[config.mk]
export PLATFORM = sky130hd
export DESIGN_NAME = pipeline_ctrl
export DESIGN_NICKNAME = d
export VERILOG_FILES = /design/src/rtl/pipeline_ctrl.sv
export SDC_FILE = /design/constraint.sdc
export NUM_CORES = 1
export LEC_CHECK = 0
export CORE_MARGIN = 5
export CORE_UTILIZATION = 30
export DETAILED_ROUTE_END_ITERATION = 8
export DONT_BUFFER_PORTS = 1
export HOLD_SLACK_MARGIN = 0.03
export PLACE_DENSITY = 0.4
export RECOVER_POWER = 25
export REMOVE_ABC_BUFFERS = 1
export SKIP_LAST_GASP = 1
export SYNTH_ARGS = -nofsm -noshare
export SYNTH_HDL_FRONTEND = slang
export SYNTH_SLANG_ARGS = --single-unit
[constraint.sdc]
create_clock -name clk_i -period 3.4 [get_ports clk_i]
set_input_delay 0.85 -clock clk_i [delete_from_list [all_inputs] [get_ports clk_i]]
set_output_delay 0.85 -clock clk_i [all_outputs]
set_load 0.005 [all_outputs]
[src/rtl/pipeline_ctrl.sv]
// pipeline_ctrl
//   Central sequencing controller for a 5-stage pipelined CPU. It owns the
//   per-stage write enables and the IF/ID flush / ID/EX bubble controls. It
//   merges run sequencing, load-use stalls, branch/jump flushes and a
//   memory-wait freeze. It also keeps saturating performance counters and a
//   sticky memory-timeout error.
//
// Ports:
//   clk_i, rst_i            clock, synchronous active-high reset
//   start_i                 level-sensitive run request
//   ifid_rs_i, ifid_rt_i    source registers of the instruction in ID
//   idex_memread_i          instruction in EX is a load
//   idex_rt_i               destination register of the load in EX
//   branch_taken_i, jump_i  control transfer resolved in ID
//   dmem_req_i, dmem_ack_i  data-memory access request / completion
//   *_we_o, ifid_flush_o, idex_bubble_o   pipeline register controls
//   running_o, err_o        run status and sticky timeout error
//   *_cnt_o                 saturating performance counters
module pipeline_ctrl #(
  parameter int CNT_W   = 32,
  parameter int TIMEOUT = 16
) (
  input  logic             clk_i,
  input  logic             rst_i,
  input  logic             start_i,
  input  logic [4:0]       ifid_rs_i,
  input  logic [4:0]       ifid_rt_i,
  input  logic             idex_memread_i,
  input  logic [4:0]       idex_rt_i,
  input  logic             branch_taken_i,
  input  logic             jump_i,
  input  logic             dmem_req_i,
  input  logic             dmem_ack_i,
  output logic             pc_we_o,
  output logic             ifid_we_o,
  output logic             ifid_flush_o,
  output logic             idex_we_o,
  output logic             idex_bubble_o,
  output logic             exmem_we_o,
  output logic             memwb_we_o,
  output logic             running_o,
  output logic             err_o,
  output logic [CNT_W-1:0] cycle_cnt_o,
  output logic [CNT_W-1:0] stall_cnt_o,
  output logic [CNT_W-1:0] flush_cnt_o,
  output logic [CNT_W-1:0] memwait_cnt_o
);

  // Wait counter must be able to hold the value TIMEOUT itself.
  localparam int                WAIT_W   = (TIMEOUT < 1) ? 1 : $clog2(TIMEOUT + 1);
  localparam logic [WAIT_W-1:0] WAIT_MAX = WAIT_W'(TIMEOUT);

  typedef enum logic [1:0] {
    S_IDLE     = 2'd0,
    S_RUN      = 2'd1,
    S_MEM_WAIT = 2'd2,
    S_ERROR    = 2'd3
  } state_t;

  state_t            r_state;
  logic [WAIT_W-1:0] r_wait;
  logic              r_err;
  logic [CNT_W-1:0]  r_cycle_cnt;
  logic [CNT_W-1:0]  r_stall_cnt;
  logic [CNT_W-1:0]  r_flush_cnt;
  logic [CNT_W-1:0]  r_memwait_cnt;

  logic w_active;
  logic w_hazard;
  logic w_freeze;
  logic w_redirect;

  // Saturating increment: counters stick at all-ones instead of wrapping.
  function automatic logic [CNT_W-1:0] sat_inc(input logic [CNT_W-1:0] v);
    if (v == {CNT_W{1'b1}}) begin
      sat_inc = v;
    end else begin
      sat_inc = v + CNT_W'(1);
    end
  endfunction

  assign w_active   = (r_state == S_RUN) || (r_state == S_MEM_WAIT);
  // Register 0 is hardwired, so a load targeting it never creates a hazard.
  assign w_hazard   = idex_memread_i && (idex_rt_i != 5'd0) &&
                      ((idex_rt_i == ifid_rs_i) || (idex_rt_i == ifid_rt_i));
  assign w_freeze   = dmem_req_i && !dmem_ack_i;
  assign w_redirect = branch_taken_i || jump_i;

  // Output decode: freeze > load-use hazard > branch/jump > normal flow.
  always_comb begin
    pc_we_o       = 1'b0;
    ifid_we_o     = 1'b0;
    ifid_flush_o  = 1'b0;
    idex_we_o     = 1'b0;
    idex_bubble_o = 1'b0;
    exmem_we_o    = 1'b0;
    memwb_we_o    = 1'b0;
    if (rst_i || !w_active) begin
      pc_we_o = 1'b0;
    end else if (w_freeze) begin
      pc_we_o = 1'b0;
    end else if (w_hazard) begin
      // Hold PC and IF/ID; insert a bubble into EX while older stages drain.
      idex_we_o     = 1'b1;
      idex_bubble_o = 1'b1;
      exmem_we_o    = 1'b1;
      memwb_we_o    = 1'b1;
    end else if (w_redirect) begin
      pc_we_o      = 1'b1;
      ifid_we_o    = 1'b1;
      ifid_flush_o = 1'b1;
      idex_we_o    = 1'b1;
      exmem_we_o   = 1'b1;
      memwb_we_o   = 1'b1;
    end else begin
      pc_we_o    = 1'b1;
      ifid_we_o  = 1'b1;
      idex_we_o  = 1'b1;
      exmem_we_o = 1'b1;
      memwb_we_o = 1'b1;
    end
  end

  // Sequencing state, memory-wait timer, error flag and performance counters.
  always_ff @(posedge clk_i) begin
    if (rst_i) begin
      r_state       <= S_IDLE;
      r_wait        <= '0;
      r_err         <= 1'b0;
      r_cycle_cnt   <= '0;
      r_stall_cnt   <= '0;
      r_flush_cnt   <= '0;
      r_memwait_cnt <= '0;
    end else begin
      case (r_state)
        S_IDLE: begin
          if (start_i) begin
            r_state <= S_RUN;
          end else begin
            r_state <= S_IDLE;
          end
        end
        S_RUN, S_MEM_WAIT: begin
          r_cycle_cnt <= sat_inc(r_cycle_cnt);
          if (w_freeze) begin
            r_memwait_cnt <= sat_inc(r_memwait_cnt);
          end else if (w_hazard) begin
            r_stall_cnt <= sat_inc(r_stall_cnt);
          end else if (w_redirect) begin
            r_flush_cnt <= sat_inc(r_flush_cnt);
          end else begin
            r_cycle_cnt <= sat_inc(r_cycle_cnt);
          end
          // Dropping the run request wins over everything else, including
          // a freeze that has reached the timeout.
          if (!start_i) begin
            r_state <= S_IDLE;
            r_wait  <= '0;
          end else if (w_freeze) begin
            if (r_wait == WAIT_MAX) begin
              r_state <= S_ERROR;
              r_err   <= 1'b1;
            end else begin
              r_state <= S_MEM_WAIT;
              r_wait  <= r_wait + WAIT_W'(1);
            end
          end else begin
            r_state <= S_RUN;
            r_wait  <= '0;
          end
        end
        S_ERROR: begin
          r_state <= S_ERROR;
        end
        default: begin
          r_state <= S_IDLE;
        end
      endcase
    end
  end

  assign running_o     = w_active && !rst_i;
  assign err_o         = r_err;
  assign cycle_cnt_o   = r_cycle_cnt;
  assign stall_cnt_o   = r_stall_cnt;
  assign flush_cnt_o   = r_flush_cnt;
  assign memwait_cnt_o = r_memwait_cnt;

endmodule

==> results of run 1 <==
==> state kept, by name, summed over array words and instances (netlist names) <==
| signal | count |
|---|---|
| stall_cnt_o | 32 |
| err_o | 1 |
| memwait_cnt_o | 32 |
| cycle_cnt_o | 32 |
| r_wait | 5 |
| r_state | 2 |
| flush_cnt_o | 32 |
==> metal layers <==
layer  vias to the layer above  routed length, um
met5                         -                  0
met1                      3026               9230
met3                        19               1450
met2                       138               9410
met4                         0                267
li1                       3113                  -
==> layout make-up <==
| cell class | instances | area [um2] | share of cell area |
|---|---|---|---|
| Sequential cell | 136 | 2720 | 0.346 |
| Multi-Input combinational cell | 665 | 4040 | 0.513 |
| Clock inverter | 8 | 98.8 | 0.0126 |
| Timing Repair Buffer | 12 | 90.1 | 0.0114 |
| Inverter | 20 | 75.1 | 0.00954 |
| Clock buffer | 23 | 458 | 0.0582 |
| Tap cell | 313 | 392 | 0.0498 |
==> power groups by stage <==
| stage | clock (mW) | combinational [mW] | sequential [mW] |
|---|---|---|---|
| floorplan | 0 | 0.0627 | 1.64 |
| global placement | 0 | 0.0916 | 1.64 |
| detailed placement | 0 | 0.0938 | 1.64 |
| CTS | 1.86 | 0.0944 | 1.60 |
| global route | 1.92 | 0.104 | 1.60 |
| finish | 1.79 | 0.0926 | 1.60 |
==> cells in the final DEF, fill, tap and decap left out, types with 3 or more instances in the layout <==
master     instances
nand3b_1           4
o31ai_1           10
nor4_1            17
mux2_2            11
inv_1             20
nand3_1           63
and2_1             5
or2_2              3
o21ai_0           37
o21a_1             4
clkinv_2           3
or4_1             18
a21oi_1           50
a211oi_1           4
mux2i_1            4
buf_4             12
clkbuf_1           5
nand4_1           51
and3_1            13
nand2_1           53
o31a_1             3
dfxtp_1          136
nor3_1            26
and4_1            17
or3_1             37
clkbuf_16         17
ha_1               8
nor2b_1           11
xnor2_1           32
xor2_1            43
o211ai_1           4
nor2_1           109
==> logic make-up (layout without fill, tap and decap cells) <==
group                      Yosys count  in the layout  synth area share
adders and majority gates            8              8            0.0143
muxes                               15             15            0.0234
AOI/OAI and AO/OA                  126            126             0.110
DFF                                136            136             0.389
buffers and inverters               59             63            0.0336
and+or+nand+nor                    441            441             0.336
xor gates and xnor gates            75             75            0.0939
==> metrics by stage <==
step,total power [mW],worst slack (ps),hold slack [ps],cell area (um2)
finish,3.49,300,505,7870
detailed placement,1.73,274,498,7310
CTS,3.55,265,493,7870
global route,3.62,118,492,7870
global placement,1.73,359,483,7310
floorplan,1.70,271,460,6830
==> critical path, cell delays in order <==
cell     delay (ps)
xnor2_1         140
nand3_1         120
o22a_1          260
nor2_1          570
nor3_1          130
buf_4           180
==> worst max-delay path by stage <==
stage,end,depth (start not counted)
after floorplan,idex_bubble_o,5
after global routing,pc_we_o,6
after global placement,pc_we_o,6
after detailed placement,pc_we_o,6
final,pc_we_o,6
after CTS,pc_we_o,6
==> summary.md, run 1 <==
| Metric | Value |
|---|---|
| Layout cells sized above 1 | 0.0706 |
| Root buffer cell | clkbuf_16 |
| Fin. Hold Viols | 0 |
| Switching Share | 0.219 |
| Vias | 6,296 |
| Async SR Flop Fraction | 0 |
| Clock transition at the registers of the reported paths | 60 ps |
| Area grow syn2layout | 12.6% |
| Period utilisation layout | 0.912 |
| Final setup violating endpoints | 0 |
| Vias in the first global route | 5,912 |
| Comb power frac | 0.027 |
| # IOs | 160 |
| Internal power | 2.72 mW |
| Endpoint class of the critical path | output pin |
| CTS buffer count | 17 |
| Synth Register Bits | 136 |
| # clock sinks | 136 |
| Post-synth EDFFs | 0 |
| R2R Setup Slk | 470 ps |
| Router iterations before antenna repair | 5 |
| Cts hold-fix bufs | 0 |
| Leak Pwr | 2.43 nW |
| Wire per inst | 17.3 um |
| Clock latency on the worst-skew pair | 420 ps |
| WL final | 20.4 mm |
| Distinct cells, synth | 57 |
| P_sw | 765 uW |
| Starting Density | 0.307 |
| Yosys top cell area share | 0.389 |
| Fin cells | 1,177 |
| Clock Path Buffers | 2 |
| Finished Core Util | 0.346 |
| Post-CTS Setup Repair Bufs | 0 |
| Initial antenna violation count | 0 |
| Yosys warns | 0 |
| Setup Crit Path Kind | in2out |
| Die X | 163 um |
| Peak VDD IR | 0.237 mV |
| Min-delay src | rst_i |
| Yosys top cell by area | dfxtp_1 |
| CP Max Fanout | 11 |
| Slew Viols, Final | 0 |
| Worst Path Arrival | 2250 ps |
| DR vias/cell | 5.35 |
| Seq/Total Area, Yosys | 0.389 |
| Synth Area per Inst | 8.13 um2 |
| Met3 usage | 0.0539 |
| Slew @ Worst Pin | 1190 ps |
| Sum Neg Setup Slack | 0 ps |
| Top post-synthesis cells by count | dfxtp_1 (136), nor2_1 (109), nand3_1 (63) |
| RSZ-0062 raised after global routing | no |
| Core area | 0.0228 mm2 |
| Post-Syn Area | 0.00699 mm2 |
| FMAX | 323 MHz |
| Port Buffers | 0 |
| Fill cells | 2,396 |
| Total track usage | 0.151 |
| Routability cong. | 0.783 |
| Number of DRC markers in iteration 0 | 421 |
| Worst setup SP type | input pin |
| CTS tree | done |
| Row count | 55 |
| Clk pwr share | 0.514 |
| Total grt overflow | 0 |
| Hold Path Class | in2reg |
| Post-route minimum period | 3100 ps |
| Power density over cell area | 443 mW/mm2 |
| Max Cap Viol | 0 |
| Crit Reg-Reg Endpoint | flush_cnt_o[14] |
| CTS H-tree depth | 4 |
| Grt met1 use | 0.192 |
| Primary FF master, synth | dfxtp_1 |
| Sequential Power Share | 0.460 |
| Synth top area cells | dfxtp_1 (39%), nor2_1 (5.9%), xor2_1 (5.4%) |
| Grt met2 use | 0.241 |
| Worst R2R Path Depth | 7 |
| Die area | 0.0265 mm2 |
| Largest net degree at the start of global routing | 149 |
| Post_cts resized | 0 |
| Residual DRC | 0 |
| Nets | 883 |
| Max-slew headroom | 0.202 |
| CP Launch Point | idex_rt_i[3] |
| Routed Antenna Nets | 0 |
| Min-Delay Path Depth | 1 |
| GR peak layer | met2 |
| Crit Reg-Reg Startpoint | flush_cnt_o[25] |
| DP Wirelength | 14.6 mm |
| Clock Skew | 18.1 ps |
| Req. time, crit path | 2550 ps |
| Worst hold endpoint | stall_cnt_o[4] |
| Most numerous cell in the Yosys netlist | dfxtp_1 |
| Status | finished clean |
| Die height | 163 um |
| ANT cells | 0 |
| Cell count after placement | 1,146 |
| First-pass GRT wire length | 32.6 mm |
| Post-Syn Instances | 860 |
Note: power is estimated with default switching activity, not from simulation.
==> inputs of run 2 (changes only) <==
--- a/config.mk
+++ b/config.mk
@@ -9,7 +9,6 @@
 export CORE_UTILIZATION = 30
 export DETAILED_ROUTE_END_ITERATION = 8
 export DONT_BUFFER_PORTS = 1
-export HOLD_SLACK_MARGIN = 0.03
 export PLACE_DENSITY = 0.4
 export RECOVER_POWER = 25
 export REMOVE_ABC_BUFFERS = 1
==> results of run 2 <==
No change in the layout: final DEF, timing and power equal those of run 1.
==> inputs of run 3 (changes only) <==
--- a/config.mk
+++ b/config.mk
@@ -5,10 +5,12 @@
 export SDC_FILE = /design/constraint.sdc
 export NUM_CORES = 1
 export LEC_CHECK = 0
+export CORE_ASPECT_RATIO = 0.6
 export CORE_MARGIN = 5
 export CORE_UTILIZATION = 30
 export DETAILED_ROUTE_END_ITERATION = 8
 export DONT_BUFFER_PORTS = 1
+export GPL_ROUTABILITY_DRIVEN = 0
 export PLACE_DENSITY = 0.4
 export RECOVER_POWER = 25
 export REMOVE_ABC_BUFFERS = 1
==> constraint.sdc (replaced) <==
create_clock -name clk_i -period 3.4 [get_ports clk_i]
set_input_delay 0.51 -clock clk_i [delete_from_list [all_inputs] [get_ports clk_i]]
set_output_delay 0.51 -clock clk_i [all_outputs]
set_load 0.005 [all_outputs]
==> summary.md, run 3 (same netlist as run 1, synthesis figures left out) <==
| Metric | Value |
|---|---|
| Period utilisation layout | 0.806 (-0.105) |
| Post-route minimum period | 2740 ps (-358 ps) |
| CP Launch Point | memwait_cnt_o[0] |
| FMAX | 365 MHz (+13%) |
| DR vias/cell | 5.29 (-1.1%) |
| Vias | 6,237 (-0.94%) |
| Min-delay src | rst_i |
| Cts hold-fix bufs | 0 (unchanged) |
| Routed wl met3 | 1.52 mm (+4.5%) |
| Max-slew headroom | 0.536 (+0.334) |
| Req. time, crit path | 3750 ps (+1200 ps) |
| Most common cell after layout, fill and taps aside | dfxtp_1 |
| CP Max Fanout | 8 (-3) |
| Sum Neg Setup Slack | 0 ps (unchanged) |
| Total track usage | 0.156 (+0.00503) |
| Row count | 43 (-22%) |
| Clock latency on the worst-skew pair | 430 ps (about the same) |
| Layout cells sized above 1 | 0.0718 (+0.00116) |
| # IOs | 160 (unchanged) |
| Nets | 882 (-0.11%) |
| CTS buffer count | 17 (unchanged) |
| RSZ-0062 raised after global routing | no |
| Residual DRC | 0 (unchanged) |
| Die height | 128 um (-21%) |
| Clock Skew | 15.3 ps (-2.87 ps) |
| Power density over cell area | 446 mW/mm2 (+0.66%) |
| Setup Crit Path Kind | reg2reg |
| Post-CTS Setup Repair Bufs | 0 (unchanged) |
| Initial antenna violation count | 0 (unchanged) |
| Power Total | 3.52 mW (+0.80%) |
| Fin. Hold Viols | 0 (unchanged) |
| Min-Delay Path Depth | 1 (unchanged) |
| Fill cells | 2,467 (+3.0%) |
| Status | finished clean |
| First-pass GRT wire length | 33.5 mm (+2.9%) |
| DP Wirelength | 15.2 mm (+4.3%) |
| Number of DRC markers in iteration 0 | 406 (-3.6%) |
| CTS tree | done |
| Worst hold endpoint | cycle_cnt_o[18] |
| Dpl ws | 650 ps (+377 ps) |
| CTS H-tree depth | 4 (unchanged) |
| WL final | 21.0 mm (+3.3%) |
| Metal2 WL | 8.70 mm (-7.6%) |
| Max Cap Viol | 0 (unchanged) |
| Core area | 0.0230 mm2 (+1.1%) |
| Hold Path Class | in2reg |
| Reg area | 0.00272 mm2 (unchanged) |
| Slew Viols, Final | 0 (unchanged) |
| Clock Path Buffers | 2 (unchanged) |
| Final worst slack | 658 ps (+358 ps) |
| ANT cells | 0 (unchanged) |
| Vias in the first global route | 5,814 (-1.7%) |
| Total grt overflow | 0 (unchanged) |
| Die area | 0.0266 mm2 (+0.38%) |
| Worst setup SP type | register |
| R2R Setup Slk | 660 ps (+190 ps) |
| Starting Density | 0.304 (-0.00332) |
| Wire per inst | 17.8 um (+3.1%) |
| Root buffer cell | clkbuf_16 |
| Router iterations before antenna repair | 5 (unchanged) |
| Slew @ Worst Pin | 693 ps (-498 ps) |
| Met1 WL | 10.7 mm (+16%) |
| # clock sinks | 136 (unchanged) |
| Largest net degree at the start of global routing | 149 (unchanged) |
| Crit Reg-Reg Endpoint | memwait_cnt_o[26] |
| Post_cts resized | 0 (unchanged) |
| Uppermost layer routed | met4 |
| Port Buffers | 0 (unchanged) |
| Peak VDD IR | 0.292 mV (+23%) |
| Most frequent cells in the layout | dfxtp_1 (136), nor2_1 (109), nand3_1 (63) |
| Worst R2R Path Depth | 7 (unchanged) |
| Clock transition at the registers of the reported paths | 60 ps (about the same) |
| Die X | 207 um (+27%) |
| Endpoint class of the critical path | register |
| Routed Antenna Nets | 0 (unchanged) |
| Multi-input gate area in the final layout | 0.00404 mm2 (unchanged) |
| Final setup violating endpoints | 0 (unchanged) |
| Area grow syn2layout | 12.7% |
| Leak Pwr | 2.44 nW (+0.20%) |
| Crit Reg-Reg Startpoint | memwait_cnt_o[0] |
| Worst Path Arrival | 3100 ps (+850 ps) |
==> run 3: cell count changes in the layout (fill, tap and decap cells not counted), sizes merged <==
cell    before  now
bufinv       2    1
buf         12   11
clkinv       4    3
clkbuf      23   26
==> run 3: final cells by class <==
cell class,instances,area share
clock buffers,26,0.0646
clock inverters,6,0.00810
inverters,20,0.00952
multi-input cells,665,0.512
flip-flops and latches,136,0.345
well taps,315,0.0500
repair buffers,11,0.0105
==> run 3: worst max path at each step <==
stage                             end  slack (ps)  cells past startpoint
finish              memwait_cnt_o[26]         660                      7
floorplan           memwait_cnt_o[26]         640                      8
detailed placement  memwait_cnt_o[26]         650                      7
CTS                 memwait_cnt_o[26]         640                      7
global route        memwait_cnt_o[26]         420                      7
global placement              pc_we_o         810                      4
==> run 3: power by group <==
group	switching (mW)	internal (mW)	total, mW
combinational	0.0594	0.0322	0.0917
sequential	0.00658	1.60	1.60
clock	0.717	1.10	1.82
total	0.783	2.73	3.52
==> run 3: per-layer routing <==
metal	up-vias	global-route usage
li1	3116	-
met1	2975	0.225
met2	135	0.217
met3	11	0.0619
met4	0	0.0350
met5	-	0
==> run 3: through the flow <==
| stage | cells | hold slack, ps | instance area (um2) | utilization |
|---|---|---|---|---|
| 2_1_floorplan | 821 | 460 | 6830 | - |
| 3_3_place_gp | 1147 | 488 | 7310 | 0.317 |
| 3_5_place_dp | 1147 | 496 | 7310 | 0.317 |
| 4_1_cts | 1179 | 145 | 7880 | 0.342 |
| 5_1_grt | 1179 | 135 | 7880 | 0.342 |
| 6_report | 1179 | 171 | 7880 | 0.342 |
==> run 3: critical path, cell delays in order, from the launching register on <==
cell and delay (ps):
dfxtp_1 410, ha_1 250, nand4_1 200, nor4_1 510
nand3b_1 330, or3_1 480, or3_1 340, a21oi_1 140
